## config.mk

```make
export PLATFORM = sky130hd
export DESIGN_NAME = sd_cmd_seq
export DESIGN_NICKNAME = d
export VERILOG_FILES = /design/src/rtl/sd_cmd_seq_pkg.sv /design/src/rtl/sd_cmd_seq.sv
export SDC_FILE = /design/constraint.sdc
export NUM_CORES = 1
export LEC_CHECK = 0
export CAP_MARGIN = 20
export CORE_UTILIZATION = 55
export CTS_CLUSTER_SIZE = 20
export DETAILED_ROUTE_END_ITERATION = 8
export GPL_ROUTABILITY_DRIVEN = 0
export PLACE_DENSITY_LB_ADDON = 0.15
export SYNTH_ARGS = -nofsm -noshare
export SYNTH_HDL_FRONTEND = slang
export SYNTH_SLANG_ARGS = --single-unit
export TNS_END_PERCENT = 100
```

## constraint.sdc

```tcl
create_clock -name clk -period 8.38 [get_ports clk]
set_clock_uncertainty 0.2 [all_clocks]
set_input_delay 2.095 -clock clk [delete_from_list [all_inputs] [get_ports clk]]
set_output_delay 2.095 -clock clk [all_outputs]
set_load 0.03 [all_outputs]
```

## src/rtl/sd_cmd_seq_pkg.sv

```systemverilog
// Shared types for the SD command sequencer and its SPI PHY.
// Holds PHY op codes, the wire-order byte type, FSM states and constants.
package sd_cmd_seq_pkg;

   // Operations understood by the SD SPI physical layer
   typedef enum logic [1:0] {
      spiNOP = 2'd0,
      spiCSL = 2'd1,
      spiCSH = 2'd2,
      spiTR  = 2'd3
   } spiOP_t;

   // Bit 0 is the MSB, i.e. the first bit shifted onto the wire
   typedef logic [0:7] sdBYTE_t;

   typedef enum logic [2:0] {
      IDLE = 3'd0,
      CSL  = 3'd1,
      PRE  = 3'd2,
      CMD  = 3'd3,
      RESP = 3'd4,
      POST = 3'd5,
      CSH  = 3'd6,
      FIN  = 3'd7
   } sdcmd_state_t;

   localparam sdBYTE_t SD_FILL = 8'hFF;
   localparam int SD_CMD_LEN = 6;

endpackage

```

## src/rtl/sd_cmd_seq.sv

```systemverilog
// SD command sequencer: turns one command request into SPI PHY operations
// (CS, 6-byte frame, R1 polling) and returns R1 or a timeout.
// Ports: clk/rst; cmdSTART/INDEX/ARG/CRC/KEEPCS request; cmdBUSY/DONE/R1/
// TIMEOUT status; spiOP/spiTXD to the PHY, spiRXD/spiDONE from the PHY.
module sd_cmd_seq
   import sd_cmd_seq_pkg::*;
#(
   parameter int NCR_MAX = 8
) (
   input  logic          clk,
   input  logic          rst,
   input  logic          cmdSTART,
   input  logic [5:0]    cmdINDEX,
   input  logic [31:0]   cmdARG,
   input  logic [6:0]    cmdCRC,
   input  logic          cmdKEEPCS,
   output logic          cmdBUSY,
   output logic          cmdDONE,
   output sdBYTE_t       cmdR1,
   output logic          cmdTIMEOUT,
   output spiOP_t        spiOP,
   output sdBYTE_t       spiTXD,
   input  sdBYTE_t       spiRXD,
   input  logic          spiDONE
);

   sdcmd_state_t r_state;
   logic         r_wait;
   logic [2:0]   r_cnt;
   logic [7:0]   r_poll;
   logic [5:0]   r_index;
   logic [31:0]  r_arg;
   logic [6:0]   r_crc;
   logic         r_keep;

   sdBYTE_t      w_cmd_byte;
   sdBYTE_t      w_tx_byte;
   logic [7:0]   w_poll_nxt;
   logic         w_last_cmd;

   always_comb begin
      w_cmd_byte = SD_FILL;
      unique case (r_cnt)
         3'd0:    w_cmd_byte = {2'b01, r_index};
         3'd1:    w_cmd_byte = r_arg[31:24];
         3'd2:    w_cmd_byte = r_arg[23:16];
         3'd3:    w_cmd_byte = r_arg[15:8];
         3'd4:    w_cmd_byte = r_arg[7:0];
         3'd5:    w_cmd_byte = {r_crc, 1'b1};
         default: w_cmd_byte = SD_FILL;
      endcase
   end

   assign w_tx_byte  = (r_state == CMD) ? w_cmd_byte : SD_FILL;
   assign w_poll_nxt = r_poll + 8'd1;
   assign w_last_cmd = (r_cnt == 3'(SD_CMD_LEN - 1));

   // r_wait: in transfer states it marks a spiTR outstanding; in CSL/CSH
   // it marks the cycle the op is on the bus, so the following state's
   // first cycle is the mandatory spiNOP gap.
   always_ff @(posedge clk or posedge rst) begin
      if (rst) begin
         r_state    <= IDLE;
         r_wait     <= 1'b0;
         r_cnt      <= 3'd0;
         r_poll     <= 8'd0;
         r_index    <= 6'd0;
         r_arg      <= 32'd0;
         r_crc      <= 7'd0;
         r_keep     <= 1'b0;
         spiOP      <= spiNOP;
         spiTXD     <= SD_FILL;
         cmdBUSY    <= 1'b0;
         cmdDONE    <= 1'b0;
         cmdR1      <= SD_FILL;
         cmdTIMEOUT <= 1'b0;
      end else begin
         spiOP   <= spiNOP;
         cmdDONE <= 1'b0;
         unique case (r_state)
            IDLE: begin
               if (cmdSTART) begin
                  r_index    <= cmdINDEX;
                  r_arg      <= cmdARG;
                  r_crc      <= cmdCRC;
                  r_keep     <= cmdKEEPCS;
                  r_poll     <= 8'd0;
                  r_wait     <= 1'b0;
                  cmdR1      <= SD_FILL;
                  cmdTIMEOUT <= 1'b0;
                  cmdBUSY    <= 1'b1;
                  r_state    <= CSL;
               end
            end
            CSL: begin
               if (!r_wait) begin
                  spiOP  <= spiCSL;
                  r_wait <= 1'b1;
               end else begin
                  r_wait  <= 1'b0;
                  r_state <= PRE;
               end
            end
            PRE, CMD, RESP: begin
               if (!r_wait) begin
                  spiOP  <= spiTR;
                  spiTXD <= w_tx_byte;
                  r_wait <= 1'b1;
               end else if (spiDONE) begin
                  r_wait <= 1'b0;
                  if (r_state == PRE) begin
                     r_cnt   <= 3'd0;
                     r_state <= CMD;
                  end else if (r_state == CMD) begin
                     if (w_last_cmd) begin
                        r_state <= RESP;
                     end else begin
                        r_cnt <= r_cnt + 3'd1;
                     end
                  end else if (spiRXD[0] == 1'b0) begin
                     cmdR1   <= spiRXD;
                     r_state <= POST;
                  end else begin
                     r_poll <= w_poll_nxt;
                     if (w_poll_nxt == 8'(NCR_MAX)) begin
                        cmdTIMEOUT <= 1'b1;
                        r_state    <= POST;
                     end
                  end
               end
            end
            POST: begin
               // A timeout always releases CS, whatever KEEPCS says
               if (r_keep && !cmdTIMEOUT) begin
                  cmdDONE <= 1'b1;
                  cmdBUSY <= 1'b0;
                  r_state <= FIN;
               end else if (!r_wait) begin
                  spiOP  <= spiTR;
                  spiTXD <= SD_FILL;
                  r_wait <= 1'b1;
               end else if (spiDONE) begin
                  r_wait  <= 1'b0;
                  r_state <= CSH;
               end
            end
            CSH: begin
               if (!r_wait) begin
                  spiOP  <= spiCSH;
                  r_wait <= 1'b1;
               end else begin
                  r_wait  <= 1'b0;
                  cmdDONE <= 1'b1;
                  cmdBUSY <= 1'b0;
                  r_state <= FIN;
               end
            end
            FIN: begin
               r_state <= IDLE;
            end
            default: begin
               r_state <= IDLE;
            end
         endcase
      end
   end

endmodule

```

# ---- Word level (Yosys, flattened, before mapping)
# Index checks and enable logic that the tools add are counted.
dict set report op_classes {
  add_sub_neg 2
  n_reduce_logical 20
  eq_ne 32
  muxes 62
}
# op count
set ops {}
lappend ops {{8-bit two-way mux} 16}
lappend ops {{3-bit two-way mux} 16}
lappend ops {{8-bit case mux with 2 select lines} 3}
lappend ops {{8-bit case mux with 6 select lines} 1}
lappend ops {{2-bit inequality test, second input constant} 14}
lappend ops {{3-bit equality test, second input constant} 6}
lappend ops {{3-bit case mux with 6 select lines} 1}
lappend ops {{1-bit two-way mux} 17}
lappend ops {{7-bit AND reduction} 2}
lappend ops {{3-bit by 2-bit equality test with 1-bit output, second input constant} 4}
lappend ops {{9-bit AND reduction} 1}
lappend ops {{8-bit by 1-bit adder with 8-bit output, second input constant} 1}
lappend ops {{8-bit by 4-bit equality test with 1-bit output, second input constant} 1}
lappend ops {{2-bit case mux with 4 select lines} 1}
lappend ops {{4-bit AND reduction} 2}
lappend ops {{8-bit AND reduction} 1}
lappend ops {{3-bit by 1-bit equality test with 1-bit output, second input constant} 2}
lappend ops {{3-bit zero test} 2}
lappend ops {{2-bit two-way mux} 3}
lappend ops {{3-bit inequality test, second input constant} 2}
lappend ops {{2-bit nonzero test} 3}
lappend ops {{5-bit inequality test, second input constant} 1}
lappend ops {{5-bit AND reduction} 1}
lappend ops {{4-bit inequality test, second input constant} 1}
lappend ops {{other kinds (13)} 14}
dict set report totals {
  elab_cells 130
  regBits 82
  inputBits 58
}

# ---- Longest topological paths before layout
# Gate-level depths: netlist of run 1.
dict set report logic_depth {
  depth_word 9
  ltp_mapped 8
}

# ---- Worst setup path after synthesis of run 1
# Ideal clock, no wire load.
dict set report synth_path {
  kind {in2reg}
  start {input cmdSTART}
  end {register r_arg[25]}
  required_ns 8.055
  setup_time_ns 0.125
  cell_stages 5
  t_arrival_ns 3.004
  setup_slack_ns 5.051
  cell_sequence {nand2_1 > nor2_1 > buf_2 > buf_4 > mux2_2}
}
dict set report synth_between {
  elab_chain_cells 1
}
# item line
set synth_lines {}
lappend synth_lines {{start, declared} sd_cmd_seq.sv:12} ;# input logic cmdSTART,
lappend synth_lines {{2-bit AND reduction (no line)} n/a}
lappend synth_lines {{end signal, assigned} sd_cmd_seq.sv:84} ;# r_arg <= cmdARG;
lappend synth_lines {{end, declared} sd_cmd_seq.sv:32} ;# logic [31:0] r_arg;
# No other way between the ends.
# A chain may end at the register's enable or synchronous reset.

# ---- Worst setup path after layout of run 1
dict set report layout_path {
  start {register spiTXD[5]}
  end {output spiTXD[5]}
}
# item line
set layout_lines {}
lappend layout_lines {{start, declared} sd_cmd_seq.sv:22} ;# output sdBYTE_t spiTXD,
lappend layout_lines {{start signal, assigned} sd_cmd_seq.sv:107} ;# spiTXD <= w_tx_byte;
# No word-level cell between the ends.

==> run metrics, run 1 <==
pre-CTS setup slack=4.20 ns; layout cells sized above 1=20.2%; Syn Nets=421; Die H=86.4 um; TritonCTS clock tree=built; post-CTS sizing=0; Rel. slew slack=34.6%; placed cell areas=4730 um^2; sw frac=37.6%; flops & latches, synth=82; most frequent cell after synthesis=dfrtp_1; Buf+Inv Stages, Crit Path=1; TritonCTS Buffers=9; HP Start=cmdR1[7]; EDFF count, synth=0; crit path DAT=1.59 ns; Final Util=72.2%; DP HPWL=5870 um; Finished Cell Area=4930 um^2; peak supply drop=0.188 mV; DRC Markers=0; Worst Reg-to-Reg Cells=4; area share of the largest cell type after synthesis=42.2%; pwr dens=338 nW/um^2; Data required, critical path=6.09 ns; io pins=79; synthesized area=3920 um^2; final setup TNS=0 ns; H-tree depth=3; drt total wl=8460 um; Setup crit start kind=flop; syn_area_per_cell=11.0 um^2; Least-Margin Pin Slew=0.980 ns; DR pass1 iterations=4; net switching power=0.626 mW; TritonCTS Sinks=82; largest area contributor in the netlist=dfrtp_1; largest stage delay on the critical path=0.67 ns; Final setup violation count=0; clk_lat worst skew=0.36 ns; routed length per placed instance=16.1 um; prevailing post-synth register cell=dfrtp_1; # nets final=491; clock network power share=17.6%; DR vias/cell=5.70; Detail Route Antenna Nets=0; vias in the first global route=2955; drt initial violations=203; Achievable Freq=258 MHz; run status=completed; area delta synth->final=26.0%; Post-CTS Hold Fix Bufs=0; CORE AREA=6830 um^2; slowest CP cell=clkdlybuf4s50_1; Synth Warn #=0; post-synthesis sequential area ratio=52.9%; initial antenna violation count=0; Leak Pwr=2.02 nW; Die ar.=7460 um^2; Slew Limit Fails=0; Top delay family on crit path=buffers and inverters; register cell area after layout=2070 um^2; initial core utilization=57.3%; WHS Endpoint=cmdR1[7]; P_int=1.04 mW; first-pass GRT wire length=14000 um; multi-input gate area in the final layout=1700 um^2; Synth async-reset ratio=100%; Final Power=1.67 mW; Root Buffer=clkbuf_8; clk buf depth=2; CTS clock-pin slew for the worst setup and hold paths=0.09 ns; Final Critical Period=3.88 ns; largest cells by area after synthesis=dfrtp_1 (42%), mux2_2 (13%), dfstp_2 (11%); CP Capture Type=primary output; n_diodes=0; fillers=501; Cell Count, Final, Fillers Out=527; cells after synthesis=356; R2R Path Start=r_cnt[2]; RSZ-0062 raised after global routing=no; fin crit share=46.3%; r2r endpoint=spiTXD[0]; Post-CTS Setup Bufs=0; top cells by count, synth=dfrtp_1 (66), mux2_2 (44), nor2_1 (43); Die X=86.4 um; port bufs=78; Fin Hold WS=0.294 ns; max-cap viol count=0; total grt overflow=0; number of core rows=30; Fin. Hold Viols=0; Worst Path Class, Setup=flop to primary output; setup ws final=4.50 ns; combinational group share of total power=39.7%; crit-path cells=clkdlybuf4s50_1; via count=3003; crit path max fanout=2; FF-to-FF setup slack=5.97 ns; total track usage=24.7%; Flop pwr share=42.7%; pin count of the biggest net entering global routing=83; hold-critical path depth=2; HP Class=flop to flop; dpl cells=510; library cells used by synthesis=54
==> worst max path at each step <==
stage | startpoint | to | slack, ns | cells after the start
after floorplan | rst | cmdBUSY | 4.00 | 1
after global placement | cmdSTART | r_arg[2] | 4.29 | 5
after detailed placement | spiDONE | cmdR1[3] | 4.20 | 6
after CTS | cmdR1[3] | cmdR1[3] | 4.48 | 1
after global routing | spiTXD[5] | spiTXD[5] | 4.46 | 1
final | spiTXD[5] | spiTXD[5] | 4.50 | 1
==> per-layer routing <==
metal  track usage [%]  wire length, um  up-vias
li1                  -                -     1425
met1              32.2             3650     1492
met2              41.1             4290       75
met3              4.76              398       11
met4              9.39              120        0
met5                 0                0        -
==> worst reg2reg max path, cell delays in order (launching register included) <==
cell and delay (ns):
dfrtp_1 0.86, inv_1 0.24, o211ai_1 0.69, nor3_1 0.16, a31oi_1 0.20
==> power by group through the flow <==
stage	sequential, mW	clock, mW	combinational [mW]
detailed placement	0.716	0	0.658
floorplan	0.742	0	0.417
CTS	0.710	0.298	0.661
global route	0.731	0.314	0.727
finish	0.711	0.293	0.662
global placement	0.707	0	0.637
==> placed cells by master, fill, tap and decap left out, drive strengths merged, types with 4 or more instances in the layout <==
cell	instances
clkdlybuf4s50	78
dfrtp	66
mux2	51
nor2	44
a21oi	21
o21ai	21
nand2	16
dfstp	16
a31oi	15
inv	12
clkbuf	9
nand3	7
ha	7
nor3	6
a22oi	6
a221oi	6
nor2b	4
==> sequential cells by signal, indices dropped and copies added, names as in the netlist <==
name and cells:
cmdDONE 1, r_keep 1, cmdR1 8, r_crc 7, cmdTIMEOUT 1, r_wait 1
spiOP 2, r_cnt 3, r_state 3, spiTXD 8, r_arg 32, r_poll 8
r_index 6, cmdBUSY 1
==> area by class of cell <==
cell class | instances | area share [%]
Inverter | 10 | 0.786
Clock buffer | 9 | 2.51
Multi-Input combinational cell | 242 | 34.4
Tap cell | 96 | 2.43
Timing Repair Buffer | 81 | 16.3
Sequential cell | 82 | 42.0
Clock inverter | 7 | 1.55
==> logic make-up after synthesis <==
| logic type | count (synthesis) | synth area share [%] |
|---|---|---|
| AOI/OAI and AO/OA | 89 | 14.7 |
| muxes | 52 | 14.9 |
| DFF | 82 | 52.9 |
| adders and majority gates | 7 | 2.24 |
| buffers and inverters | 32 | 3.87 |
| xor gates and xnor gates | 2 | 0.448 |
| and+or+nand+nor | 92 | 10.9 |
Power figures use the tool's default switching activity.
==> run 2: changes to the inputs <==
Settings changed: CORE_UTILIZATION 55 to 51.
Clock period 8.38 ns to 4.03 ns, I/O delays scaled along.
==> run 2 against run 1 <==
  * Non-clock buffer count is the same
  * Sequential cell count did not move
  * Clock power rose by 120%
  * Critical path type unchanged
  * Final cell count rose by 0.57%
  * Sequential share of layout area down 0.40 points
  * Largest cell class unchanged
  * Combinational power increased by 110%
  * Critical path depth stayed put
  * Sequential power grew 110%
  * First-iteration DRC count fell by 34%
==> run metrics, run 2 (same netlist as run 1, synthesis figures left out) <==
slowest CP cell=clkdlybuf4s50_1; first-pass GRT wire length=13400 um; hold-critical path depth=2; r2r endpoint=spiTXD[4]; DP HPWL=5870 um; most used routing layer=met2; Die H=89.6 um; GR Util met1=32.2%; TritonCTS clock tree=built; Top delay family on crit path=buffers and inverters; peak supply drop=0.449 mV; clk_lat worst skew=0.35 ns; Post-CTS Hold Fix Bufs=0; crit-path cells=clkdlybuf4s50_1; HP Class=flop to flop; Rel. slew slack=44.5%; clk buf depth=2; area delta synth->final=27.2%; DR pass1 iterations=5; Detail Route Antenna Nets=0; pwr dens=705 nW/um^2; Achievable Freq=357 MHz; WHS Endpoint=cmdR1[7]; vias in the first global route=2727; most frequent cells in the layout=clkdlybuf4s50_1 (78), dfrtp_1 (66), mux2_2 (44), nor2_1 (42), a21oi_1 (19); max-cap viol count=0; Die X=89.6 um; clock network power share=18.7%; fin crit share=69.4%; CP Capture Type=primary output; RSZ-0062 raised after global routing=no; Finished Cell Area=4980 um^2; Data required, critical path=2.82 ns; drt total wl=8500 um; Worst Path Class, Setup=flop to primary output; H-tree depth=3; Final Critical Period=2.80 ns; n_diodes=0; Root Buffer=clkbuf_8; total grt overflow=0; pin count of the biggest net entering global routing=51; Worst Reg-to-Reg Cells=4; largest stage delay on the critical path=0.69 ns; Die ar.=8030 um^2; Fin Hold WS=0.277 ns; layout cells sized above 1=20.0%; Slew Limit Fails=0; post-CTS sizing=0; drt initial violations=133; crit path DAT=1.59 ns; initial antenna violation count=0; DRC Markers=0; # nets final=491; CTS clock-pin slew for the worst setup and hold paths=0.09 ns; final setup TNS=0 ns; crit path max fanout=2; TritonCTS Buffers=9; Least-Margin Pin Slew=0.832 ns; Biggest register=r_arg; Fin. Hold Viols=0; DR vias/cell=5.61; Post-CTS Setup Bufs=0; R2R Path Start=r_cnt[2]; Flop pwr share=42.0%; TritonCTS Sinks=82; Buf+Inv Stages, Crit Path=1; max reg flops=32; io pins=79; routed length per placed instance=16.0 um; HP Start=cmdR1[7]; combinational group share of total power=39.3%; net switching power=1.27 mW; met3 usage=3.66%; M2 GR Usage=33.6%; Setup crit start kind=flop; commonest non-fill, non-tap cell in the layout=clkdlybuf4s50_1; FF-to-FF setup slack=1.55 ns; port bufs=78; via count=2975; Final setup violation count=0; initial core utilization=53.4%; P_int=2.24 mW; CORE AREA=7330 um^2; number of core rows=31; total track usage=22.4%; placed cell areas=4750 um^2; sw frac=36.2%; run status=completed; Leak Pwr=2.04 nW
-- run 2: how the worst max path moves through the flow --
stage,slack [ns],endpoint,from,depth (start not counted)
floorplan,0.74,cmdBUSY,rst,1
global placement,0.98,r_arg[25],cmdSTART,5
detailed placement,0.95,r_arg[12],cmdSTART,5
CTS,1.23,cmdR1[7],cmdR1[7],1
global route,1.12,cmdR1[6],spiDONE,6
finish,1.23,cmdR1[7],cmdR1[7],1
-- run 2: layout make-up --
cell class | instances | area, um^2
inverters | 10 | 38.8
clock buffers | 11 | 141
repair buffers | 81 | 828
multi-input cells | 242 | 1700
clock inverters | 5 | 77.6
well taps | 99 | 124
flip-flops and latches | 82 | 2070
fillers | 559 | 2350
-- run 2: through the flow --
stage	std cells	util (%)	setup WS, ns	power [mW]
floorplan	356	-	0.741	2.41
global placement	513	64.9	0.982	2.81
detailed placement	513	64.9	0.948	2.86
CTS	529	67.8	1.23	3.52
global route	530	67.9	1.12	3.73
finish	530	67.9	1.23	3.51
-- run 2: routing by layer --
layer  up-vias  wire length, um
met2        89             3960
met1      1453             3970
met3        10              460
met5         -                0
li1       1423                -
met4         0              106
-- run 2: worst min-delay path, cell delays in order (launching register included) --
cell and delay (ns):
dfstp_2 0.38, inv_1 0.04, o22ai_1 0.05
-- run 2: power by group through the flow --
stage	logic [mW]	registers, mW	clock network, mW
2_1_floorplan	0.868	1.54	0
3_3_place_gp	1.33	1.48	0
3_5_place_dp	1.37	1.49	0
4_1_cts	1.37	1.48	0.669
5_1_grt	1.50	1.53	0.702
6_report	1.38	1.48	0.658
==> run 3: changes to the inputs <==
Clock period 4.03 ns to 2.8 ns, I/O delays scaled along.
==> run 3 against run 2 <==
  * Via count increased by 0.10%
  * Clock-buffer cell count up 2
  * Critical path depth stayed put
  * Cell area up 0.40%
  * Final cell count increased by 0.94%
  * Routed wire length is 0.39% lower
  * Register-to-register slack got worse by 0.86 ns
  * Clock power increased by 32%
  * Worst setup slack worse by 0.92 ns
  * Die area is the same
  * Critical path type unchanged
  * Highest routed layer unchanged
==> run metrics, run 3 (same netlist as run 1, synthesis figures left out) <==
DP HPWL=5860 um; Fin. Hold Viols=0; routed length per placed instance=15.8 um; Routed met2 length=3870 um; Critical Path Start=spiTXD[0]; Die H=89.6 um; Achievable Freq=401 MHz; Final setup violation count=0; pin count of the biggest net entering global routing=57; Leak Pwr=2.06 nW; H-tree depth=3; # nets final=496; CORE AREA=7330 um^2; Root Buffer=clkbuf_8; Detail Route Antenna Nets=0; TritonCTS clock tree=built; Buf+Inv Stages, Crit Path=1; crit path max fanout=2; Flop pwr share=41.7%; uppermost layer routed=met4; R2R Path Start=r_state[2]; Least-Margin Pin Slew=0.703 ns; largest stage delay on the critical path=0.70 ns; Top delay family on crit path=buffers and inverters; crit path DAT=1.59 ns; DRC Markers=0; Final Critical Period=2.49 ns; Rel. slew slack=52.9%; TritonCTS Sinks=82; max-cap viol count=0; HP Class=flop to flop; met1 wire length=4000 um; vias in the first global route=2837; io pins=79; drt total wl=8460 um; CP Capture Type=primary output; Slew Limit Fails=0; Die X=89.6 um; fillers=551; Biggest register=r_arg; pre-CTS setup slack=0.281 ns; run status=completed; net switching power=1.83 mW; crit-path cells=clkdlybuf4s50_1; port bufs=78; layout cells sized above 1=20.6%; peak supply drop=0.526 mV; pwr dens=1000 nW/um^2; Data required, critical path=1.90 ns; clk_lat worst skew=0.36 ns; Post-CTS Hold Fix Bufs=0; total track usage=23.2%; P_int=3.18 mW; first-pass GRT wire length=13800 um; CTS clock-pin slew for the worst setup and hold paths=0.08 ns; slowest CP cell=clkdlybuf4s50_1; Cell Count, Final, Fillers Out=535; most frequent cells in the layout=clkdlybuf4s50_1 (78), dfrtp_1 (66), mux2_2 (44), nor2_1 (42), a21oi_1 (19); HP Start=cmdR1[7]; drt initial violations=207; Setup crit start kind=flop; via count=2978; Worst Path Class, Setup=flop to primary output; fin crit share=89.0%; clk buf depth=2; n_diodes=0; setup ws final=0.307 ns; RSZ-0062 raised after global routing=no; sw frac=36.5%; Post-CTS Setup Bufs=0; Die ar.=8030 um^2; initial antenna violation count=0; area delta synth->final=27.7%; number of core rows=31; met3 wire length=464 um; final setup TNS=0 ns; commonest non-fill, non-tap cell in the layout=clkdlybuf4s50_1; initial core utilization=53.4%; max reg flops=32; dpl cells=519; clock network power share=17.4%; post-CTS sizing=0; DR vias/cell=5.57; DR pass1 iterations=5; combinational group share of total power=40.9%; TritonCTS Buffers=9; total grt overflow=0
## run 3: cell count changes in the layout (fill, tap and decap cells not counted), sizes merged
cell    delta
clkbuf     +2
bufinv     -1
buf        +5
clkinv     -1
## run 3: power groups by stage
stage	Combinational [mW]	Clock, mW	Sequential, mW
finish	2.05	0.871	2.09
CTS	2.06	0.885	2.09
global route	2.24	0.927	2.15
detailed placement	2.05	0	2.11
floorplan	1.25	0	2.22
global placement	2.00	0	2.09
## run 3: layout make-up
class,count,area (um^2),share of cell area [%]
multi-input combinational,242,1700,34.0
clock inverter,3,40.0,0.801
timing repair buffer,86,866,17.3
clock buffer,13,159,3.18
tap,99,124,2.48
sequential,82,2070,41.4
inverter,10,41.3,0.826
## run 3: worst min-delay path: cells and delay by family (launching register included)
kind | cells | cell delay [ns]
buffers and inverters | 1 | 0.05
DFF | 1 | 0.38
AOI/OAI and AO/OA | 1 | 0.06
## run 3: final timing paths
| kind | end | depth (start not counted) | slack [ns] |
|---|---|---|---|
| setup reg to reg | spiTXD[5] | 5 | 0.69 |
| hold / removal | cmdR1[7] | 2 | 0.28 |
| min in group asynchronous | r_arg[14] | 3 | 0.58 |
| setup / recovery | spiTXD[0] | 1 | 0.31 |
| hold reg to reg | cmdR1[7] | 2 | 0.28 |
| max in group asynchronous | spiTXD[1] | 3 | 1.48 |
## run 3: routing by layer
| metal | GRT usage (%) | vias to the layer above |
|---|---|---|
| met5 | 0 | - |
| met4 | 8.95 | 0 |
| met3 | 4.02 | 12 |
| met2 | 36.2 | 94 |
| met1 | 32.5 | 1444 |
| li1 | - | 1428 |
## run 3: metrics by stage
stage	total power, mW	hold slack [ns]	util [%]	instance area [um^2]
floorplan	3.47	0.252	-	3920
detailed placement	4.16	0.272	65.5	4800
global route	5.32	0.297	68.2	5000
CTS	5.03	0.284	68.2	5000
finish	5.01	0.281	68.2	5000
global placement	4.08	0.261	65.5	4800
